[src/rtl/pipelined_addsub_pkg.sv]
// Shared defaults and elaboration-time helpers for the pipelined adder/subtractor.
// The WIDTH/STAGES geometry rule is kept here so every user of the block applies it the same way.
package pipelined_addsub_pkg;

  localparam int DEFAULT_WIDTH  = 16;
  localparam int DEFAULT_STAGES = 4;

  // A legal geometry gives every stage the same whole number of bits.
  function automatic bit geometry_ok(input int width, input int stages);
    return (stages >= 1) && (stages <= width) && ((width % stages) == 0);
  endfunction

endpackage

[src/rtl/addsub_chunk.sv]
// Combinational CHUNK-bit ripple-carry adder segment.
// It also reports the carry into its top bit, which the pipeline uses to derive signed overflow.
module addsub_chunk #(
  parameter int CHUNK = 4
) (
  input  logic [CHUNK-1:0] a,
  input  logic [CHUNK-1:0] b,
  input  logic             ci,
  output logic [CHUNK-1:0] s,
  output logic             co,
  output logic             c_msb
);

  logic [CHUNK:0] c;

  // NOTE: every variable written here gets a default first, so no path can leave a value held (no latch).
  always_comb begin
    c    = '0;
    s    = '0;
    c[0] = ci;
    for (int i = 0; i < CHUNK; i++) begin
      s[i]   = a[i] ^ b[i] ^ c[i];
      c[i+1] = (a[i] & b[i]) | (c[i] & (a[i] ^ b[i]));
    end
  end

  assign co    = c[CHUNK];
  assign c_msb = c[CHUNK-1];

endmodule

[src/rtl/pipelined_addsub.sv]
// WIDTH-bit adder/subtractor split into STAGES registered carry-chain segments with
// valid/ready handshakes on both sides; fixed latency of STAGES cycles, one op per clock.
module pipelined_addsub
  import pipelined_addsub_pkg::*;
#(
  parameter int WIDTH  = DEFAULT_WIDTH,
  parameter int STAGES = DEFAULT_STAGES
) (
  input  logic             clk,
  input  logic             rst,
  input  logic             in_valid,
  output logic             in_ready,
  input  logic [WIDTH-1:0] A,
  input  logic [WIDTH-1:0] B,
  input  logic             Cin,
  input  logic             Sub,
  output logic             out_valid,
  input  logic             out_ready,
  output logic [WIDTH-1:0] Sum,
  output logic             Cout,
  output logic             Ovf
);

  localparam int CHUNK = WIDTH / STAGES;

  if (!geometry_ok(WIDTH, STAGES)) begin : g_geometry_check
    $error("pipelined_addsub: WIDTH must be a multiple of STAGES with 1 <= STAGES <= WIDTH");
  end

  // Per-stage registers: valid, operands still to be added, finished low bits, running carry,
  // and the carry into the current chunk's top bit (meaningful as overflow input at the last stage).
  logic             v_q  [STAGES];
  logic [WIDTH-1:0] a_q  [STAGES];
  logic [WIDTH-1:0] b_q  [STAGES];
  logic [WIDTH-1:0] s_q  [STAGES];
  logic             c_q  [STAGES];
  logic             cm_q [STAGES];

  logic stall;

  assign out_valid = v_q[STAGES-1];
  assign stall     = out_valid & ~out_ready;
  assign in_ready  = ~stall;

  assign Sum  = s_q[STAGES-1];
  assign Cout = c_q[STAGES-1];
  assign Ovf  = c_q[STAGES-1] ^ cm_q[STAGES-1];

  for (genvar k = 0; k < STAGES; k++) begin : g_stage
    logic             v_i;
    logic             c_i;
    logic [WIDTH-1:0] a_i;
    logic [WIDTH-1:0] b_i;
    logic [WIDTH-1:0] s_i;
    logic [WIDTH-1:0] s_n;
    logic [CHUNK-1:0] s_chunk;
    logic             co;
    logic             cm;

    if (k == 0) begin : g_entry
      // Subtraction becomes A + ~B + Cin here; the Sub bit goes no further.
      assign v_i = in_valid & in_ready;
      assign a_i = A;
      assign b_i = B ^ {WIDTH{Sub}};
      assign c_i = Cin;
      assign s_i = '0;
    end else begin : g_link
      assign v_i = v_q[k-1];
      assign a_i = a_q[k-1];
      assign b_i = b_q[k-1];
      assign c_i = c_q[k-1];
      assign s_i = s_q[k-1];
    end

    addsub_chunk #(
      .CHUNK(CHUNK)
    ) u_chunk (
      .a    (a_i[k*CHUNK +: CHUNK]),
      .b    (b_i[k*CHUNK +: CHUNK]),
      .ci   (c_i),
      .s    (s_chunk),
      .co   (co),
      .c_msb(cm)
    );

    always_comb begin
      s_n                    = s_i;
      s_n[k*CHUNK +: CHUNK]  = s_chunk;
    end

    // NOTE: state is written with non-blocking assignments so every stage samples its
    // predecessor's pre-edge value, regardless of the order the simulator runs these blocks.
    always_ff @(posedge clk) begin
      if (rst) begin
        // NOTE: the datapath registers are reset as well as the valid bits, because the
        // result outputs must read zero after reset.
        v_q[k]  <= 1'b0;
        a_q[k]  <= '0;
        b_q[k]  <= '0;
        s_q[k]  <= '0;
        c_q[k]  <= 1'b0;
        cm_q[k] <= 1'b0;
      end else if (!stall) begin
        v_q[k] <= v_i;
        // Bubbles do not overwrite data, so the outputs only change when a real result lands.
        if (v_i) begin
          a_q[k]  <= a_i;
          b_q[k]  <= b_i;
          s_q[k]  <= s_n;
          c_q[k]  <= co;
          cm_q[k] <= cm;
        end
      end
    end
  end

endmodule

[config.mk]
export PLATFORM = sky130hd
export DESIGN_NAME = pipelined_addsub
export DESIGN_NICKNAME = d
export VERILOG_FILES = /design/src/rtl/pipelined_addsub_pkg.sv /design/src/rtl/addsub_chunk.sv /design/src/rtl/pipelined_addsub.sv
export SDC_FILE = /design/constraint.sdc
export NUM_CORES = 1
export LEC_CHECK = 0
export ABC_AREA = 1
export BUFFER_PORTS_ARGS = -buffer_cell sky130_fd_sc_hd__buf_2
export CORE_MARGIN = 3
export CORE_UTILIZATION = 62
export CTS_CLUSTER_DIAMETER = 60
export DETAILED_ROUTE_END_ITERATION = 6
export PLACE_DENSITY_LB_ADDON = 0.08
export SLEW_MARGIN = 30
export SYNTH_ARGS = -nofsm -noshare
export SYNTH_HDL_FRONTEND = slang
export SYNTH_SLANG_ARGS = --single-unit
export TNS_END_PERCENT = 50
[constraint.sdc]
create_clock -name clk -period 6.4 [get_ports clk]
set_input_delay 0.64 -clock clk [delete_from_list [all_inputs] [get_ports clk]]
set_output_delay 0.64 -clock clk [all_outputs]
set_load 0.005 [all_outputs]
==> results of run 1 <==
==> cell type report <==
| type | instances | share of cell area |
|---|---|---|
| flip-flops and latches | 97 | 0.587 |
| multi-input cells | 164 | 0.201 |
| clock inverters | 7 | 0.0189 |
| well taps | 96 | 0.0242 |
| repair buffers | 58 | 0.0590 |
| inverters | 113 | 0.0854 |
| clock buffers | 9 | 0.0249 |
==> cell usage after synthesis, drive strengths merged <==
master and count:
inv 113, edfxtp 97, nor2 94, nand2 44, fa 16, buf 11
nand3 4, xnor2 3, xor2 2, o21ai 1
==> metrics by stage <==
| step | setup slack, ps | std cells | power [mW] | hold WS, ps |
|---|---|---|---|---|
| 6_report | 3880 | 544 | 1.29 | 540 |
| 5_1_grt | 3790 | 544 | 1.35 | 579 |
| 4_1_cts | 3890 | 544 | 1.30 | 546 |
| 3_5_place_dp | 3510 | 528 | 0.888 | 530 |
| 3_3_place_gp | 3560 | 528 | 0.884 | 528 |
| 2_1_floorplan | 3580 | 385 | 0.856 | 519 |
==> flip-flops by register name, summed over array words and instances, names as in the netlist <==
register and count:
s_q 40, a_q 24, c_q 4, cm_q 1, v_q 4, b_q 24
==> worst paths after layout <==
kind                                          startpoint                  endpoint  slack, ps  cells past startpoint
worst max-delay path                                 Sub   s_q[0][3]$_SDFFCE_PN0P_       3880                      9
worst min-delay path            a_q[0][11]$_SDFFCE_PN0P_  a_q[0][27]$_SDFFCE_PN0P_        540                      2
worst max register to register   c_q[1][0]$_SDFFCE_PN0P_  s_q[1][31]$_SDFFCE_PN0P_       3930                      8
worst min register to register  a_q[0][11]$_SDFFCE_PN0P_  a_q[0][27]$_SDFFCE_PN0P_        540                      2
==> routing by layer <==
metal  GRT usage  vias up
met5           0        -
met4      0.0689        0
met3      0.0383       11
met2       0.228       58
met1       0.165     1000
li1            -     1260
==> power breakdown <==
part,switching [mW],internal [mW],total [mW],leakage (nW)
Sequential,0.0135,0.747,0.761,1.04
Clock,0.199,0.220,0.419,0.107
Combinational,0.0689,0.0416,0.110,1.16
Total,0.281,1.01,1.29,2.30
==> kinds of logic after synthesis <==
family                   Yosys count  share of synthesized area
AO/OA/AOI/OAI                      1                    0.00113
AND/OR/NAND/NOR                  142                      0.140
adder cells (fa/ha/maj)           16                     0.0722
flip-flops                        97                      0.657
XOR/XNOR                           5                    0.00987
buffers and inverters            124                      0.120
==> placed cells by master, fill, tap and decap left out, drive strengths merged <==
| cell | n |
|---|---|
| inv | 114 |
| xnor2 | 3 |
| clkinv | 3 |
| o21ai | 1 |
| fa | 16 |
| edfxtp | 97 |
| bufinv | 2 |
| nand3 | 4 |
| clkinvlp | 1 |
| clkbuf | 9 |
| nor2 | 94 |
| xor2 | 2 |
| buf | 58 |
| nand2 | 44 |
==> critical path, stage by stage <==
cell and delay [ps]:
buf_2 280, xnor2_1 140, fa_1 380, inv_1 80, fa_1 160, inv_1 50, fa_1 370, fa_1 490
nor2_1 40
==> impl_metrics.ini, run 1 <==
[run_status]
status = finished, final reports clean

[floorplan]
io_pins = 58
die_h_um = 90.6
core-area_um2 = 6870
dieArea_um2 = 8210
row_count = 30
initial_utilization = 0.646
dieWidth_um = 90.6

[detailed_routing]
routed_wl_mm = 5.15
drcViolationCount = 0
dr_wl_met2_mm = 2.39
drt_iter0_drc = 53
routed.top_layer = met4
drtAntennaViolNets = 0
dr_wl_met3_um = 291
via_per_inst = 4.28
drt_first_pass_iters = 4
wire_per_inst_um = 9.47
route.vias.total = 2329
wl_met1_mm = 2.35

[placed_design]
dp_hpwl_mm = 3.66
gp_congestion = 0.696
place_area_um2 = 4740
io_buffer_count = 57

[global_routing]
grt_usage = 0.137
antenna_found_initial = 0
overflow = 0
grt_max_degree = 31
grt_pass1_wl_mm = 8.90
grt_pass1_vias = 2095

[clocking]
htree_levels = 3
cts_tree = built
post_cts_buffers = 0
cts-root-buf = clkbuf_8
numCtsBuffers = 9
clk_transition_reported_paths_ps = 90
clock_latency_ps = 350
clock_path_buffers = 2
ctsHoldBuffers = 0
clock-sinks = 97
post_cts_resized = 0

[timing]
setup_viol = 0
fin_crit_sh = 0.394
max_freq_mhz = 397
worst_pin_slew_ps = 651
fin_setup_tns_ps = 0
slew_headroom = 0.565
slew_violations = 0
skew_ps = 8.43
hold_viol_final = 0
rsz0062_at_grt = false
min_period_ps = 2520

[logic_synthesis]
synthTopCellsByArea = edfxtp_1 66%, inv_1 9.5%, fa_1 7.2%
yosysUniqueCellTypes = 16
synth_top_area_frac = 0.657
synth_cells = 385
synth_top_area_cell = edfxtp_1
synth_nets = 439
avgSynthCellArea_um2 = 11.5
syn-cell-area_um2 = 4440
synth_seq_cells = 97
yosysSeqAreaShare = 0.657
ys.warnings.count = 0

[setup_path]
critPathCaptureType = flop
startpoint_type = primary input
cp.arrival_ps = 2620
critical_path_class = in2reg
cp_max_fo = 17
cp.required_ps = 6500

[finish]
nets = 497
fillers = 508
final_core_util = 0.723
area_delta_synth_final_pct = 11.9
n_antenna_cell = 0
layout.area.seq_um2 = 2910
multiInputGateArea_um2 = 997
drive_above_1_share = 0.201
final_cell_area_um2 = 4960

[power]
irDropWorstVdd_uv = 152
leakage_nw = 2.30
powerDensity_nw_per_um2 = 260

[min_path]
hold_class = reg2reg

[run]
cap_violations = 0
Note: power is estimated with default switching activity, not from simulation.
==> run 2, diff against run 1 <==
--- a/config.mk
+++ b/config.mk
@@ -5,10 +5,10 @@
 export SDC_FILE = /design/constraint.sdc
 export NUM_CORES = 1
 export LEC_CHECK = 0
-export ABC_AREA = 1
+export ABC_AREA = 0
 export BUFFER_PORTS_ARGS = -buffer_cell sky130_fd_sc_hd__buf_2
 export CORE_MARGIN = 3
-export CORE_UTILIZATION = 62
+export CORE_UTILIZATION = 52
 export CTS_CLUSTER_DIAMETER = 60
 export DETAILED_ROUTE_END_ITERATION = 6
 export PLACE_DENSITY_LB_ADDON = 0.08
==> constraint.sdc (replaced) <==
create_clock -name clk -period 2.2 [get_ports clk]
set_input_delay 0.22 -clock clk [delete_from_list [all_inputs] [get_ports clk]]
set_output_delay 0.22 -clock clk [all_outputs]
set_load 0.005 [all_outputs]
==> impl_metrics.ini, run 2 <==
[power]
combPwrFrac = 0.093
clkPwrFrac = 0.308
powerDensity_nw_per_um2 = 733
switching_share = 0.220
power_switching_mw = 0.809
p_seq_frac = 0.598
irDropWorstVdd_uv = 349
leakage_nw = 1.83
intPower_mw = 2.87

[detailed_routing]
drcViolationCount = 0
drtAntennaViolNets = 0
via_per_inst = 5.02
drt_iter0_drc = 108
routed_wl_mm = 6.00
route.vias.total = 2228
wire_per_inst_um = 13.5
drt_first_pass_iters = 4

[global_routing]
grt_pass1_wl_mm = 10.7
grt_usage = 0.140
antenna_found_initial = 0
grt_pass1_vias = 2166
grt_max_degree = 99
overflow = 0

[timing]
worst_pin_slew_ps = 676
rsz0062_at_grt = true
max_freq_mhz = 434
hold_viol_final = 0
fin_crit_sh = 1.05
fin_setup_tns_ps = -171
slew_headroom = 0.549
setup_viol = 3
setup_ws_ps = -106
skew_ps = 8.46
min_period_ps = 2310
slew_violations = 0

[logic_synthesis]
yosysUniqueCellTypes = 19
async_flop_share = 0
synthTopCellsByArea = edfxtp_1 65%, nor3b_1 11%, fa_1 7.1%
synth_edf_count = 97
synth_cells = 283
synth_top_area_frac = 0.649
synth_nets = 337
avgSynthCellArea_um2 = 15.9
synth.most_common_cell = edfxtp_1
syn-cell-area_um2 = 4490
yosysSeqAreaShare = 0.649
synth_seq_cells = 97
ys.warnings.count = 0
synth_top_area_cell = edfxtp_1
synthTopCellsByCount = 97 x edfxtp_1, 67 x nor3b_1, 21 x inv_1
synthFlopType = edfxtp_1

[finish]
nets = 388
drive_above_1_share = 0.336
final_cell_mix = 97 x edfxtp_1, 66 x nor3b_1, 57 x buf_2, 15 x inv_1, 14 x xnor2_1
final_common_cell = edfxtp_1
top_register = s_q
n_antenna_cell = 0
top_regs = s_q (40), a_q (24), b_q (24)
finalNonFillerCells = 444
largest_register_ff_count = 40
area_delta_synth_final_pct = 11.9

[setup_path]
cp_slowest_cell = fa_2
rrSetupSlack_ps = -110
cp_max_fo = 2
crit_path_frequent_cell = fa_2
startpoint = a_q[1][12]$_SDFFCE_PN0P_
startpoint_type = flop
worstReg2RegEnd = s_q[1][31]$_SDFFCE_PN0P_
cp.arrival_ps = 2400
critPathCaptureType = flop
reg2reg_from = a_q[1][12]$_SDFFCE_PN0P_
slowest_delay_ps = 430
critical_path_class = reg2reg
cp.required_ps = 2290
endpoint = s_q[1][31]$_SDFFCE_PN0P_
rr_worst_depth = 7
crit_chain = fa_2, fa_2, inv_2, fa_2, inv_2, fa_2, nor3b_2

[clocking]
cts_tree = built
cts-root-buf = clkbuf_8
post_cts_buffers = 0
numCtsBuffers = 9
clk_transition_reported_paths_ps = 90
clock-sinks = 97
htree_levels = 3
clock_path_buffers = 2
clock_latency_ps = 360

[run]
cap_violations = 0

[placed_design]
placed_cells = 428
dp_hpwl_mm = 3.90
gp_congestion = 0.696
io_buffer_count = 57

[floorplan]
initial_utilization = 0.541
dieArea_um2 = 9780
dieWidth_um = 98.9
row_count = 33
core-area_um2 = 8300
io_pins = 58
die_h_um = 98.9

[min_path]
hold_class = in2reg

[run_status]
status = finished, violations left
failed_checks = setup timing
==> run 2: cell count changes after synthesis, sizes merged, moves of 5 or more <==
cell / change
buf: +13
inv: -91
nand2: -44
nand2b: +5
nor2: -90
nor3: +19
nor3b: +71
xnor2: +12
==> run 2: timing repair <==
item	CTS	global route
hold buffers	0	0
gates resized for setup	7	2
cloned	0	0
setup endpoints to repair	6	5
pin swaps	5	1
==> run 2: worst min-delay path by stage <==
stage                      from                        to  slack [ps]  cells after the start
after detailed placement  A[14]  a_q[0][14]$_SDFFCE_PN0P_         560                      2
final                     A[14]  a_q[0][14]$_SDFFCE_PN0P_         180                      2
after global placement    A[14]  a_q[0][14]$_SDFFCE_PN0P_         550                      2
after CTS                 A[14]  a_q[0][14]$_SDFFCE_PN0P_         170                      2
after global routing      A[14]  a_q[0][14]$_SDFFCE_PN0P_         180                      2
after floorplan           A[14]  a_q[0][14]$_SDFFCE_PN0P_         460                      1
==> run 2: cell type report <==
class,count,area [um^2]
Clock inverter,5,63.8
Inverter,22,82.6
Multi-Input combinational cell,140,1340
Timing Repair Buffer,64,363
Tap cell,105,131
Sequential cell,97,2910
Fill cell,643,3280
Clock buffer,11,131
==> run 2: power by group through the flow <==
stage	sequential, mW	clock, mW	combinational, mW
2_1_floorplan	2.24	0	0.254
3_3_place_gp	2.24	0	0.337
3_5_place_dp	2.24	0	0.346
4_1_cts	2.20	1.18	0.351
5_1_grt	2.21	1.26	0.393
6_report	2.20	1.13	0.344
==> run 2: logic make-up (layout without fill, tap and decap cells) <==
logic type                 Yosys count  in the layout  share of synthesized area
DFF                                 97             97                      0.649
adders and majority gates           16             16                     0.0713
AOI/OAI and AO/OA                    4              4                    0.00669
xor gates and xnor gates            17             17                     0.0332
buffers and inverters               46            102                     0.0638
and+or+nand+nor                    103            103                      0.176
==> run 2: worst max-delay path, delay by kind of cell (launching register included) <==
kind / cells / cell delay, ps
adder cells (fa/ha/maj): 4 / 1370
buffers and inverters: 2 / 100
flip-flops: 1 / 410
AND/OR/NAND/NOR: 1 / 160
==> run 2: per-stage QoR <==
| step | setup WS (ps) | power (mW) | hold slack (ps) | area [um^2] | util |
|---|---|---|---|---|---|
| floorplan | -101 | 2.49 | 459 | 4530 | - |
| global placement | -147 | 2.58 | 553 | 4810 | 0.580 |
| detailed placement | -186 | 2.59 | 557 | 4810 | 0.580 |
| CTS | -121 | 3.73 | 169 | 5010 | 0.604 |
| global route | -194 | 3.87 | 183 | 5020 | 0.605 |
| finish | -106 | 3.68 | 181 | 5020 | 0.605 |
==> run 2: metal layers <==
layer	global-route usage	vias up	wire, um	share of wire
li1	-	1108	-	-
met2	0.199	62	2820	0.47
met3	0.0389	6	324	0.054
met4	0.0630	0	83	0.014
met5	0	-	0	0
met1	0.201	1052	2780	0.46
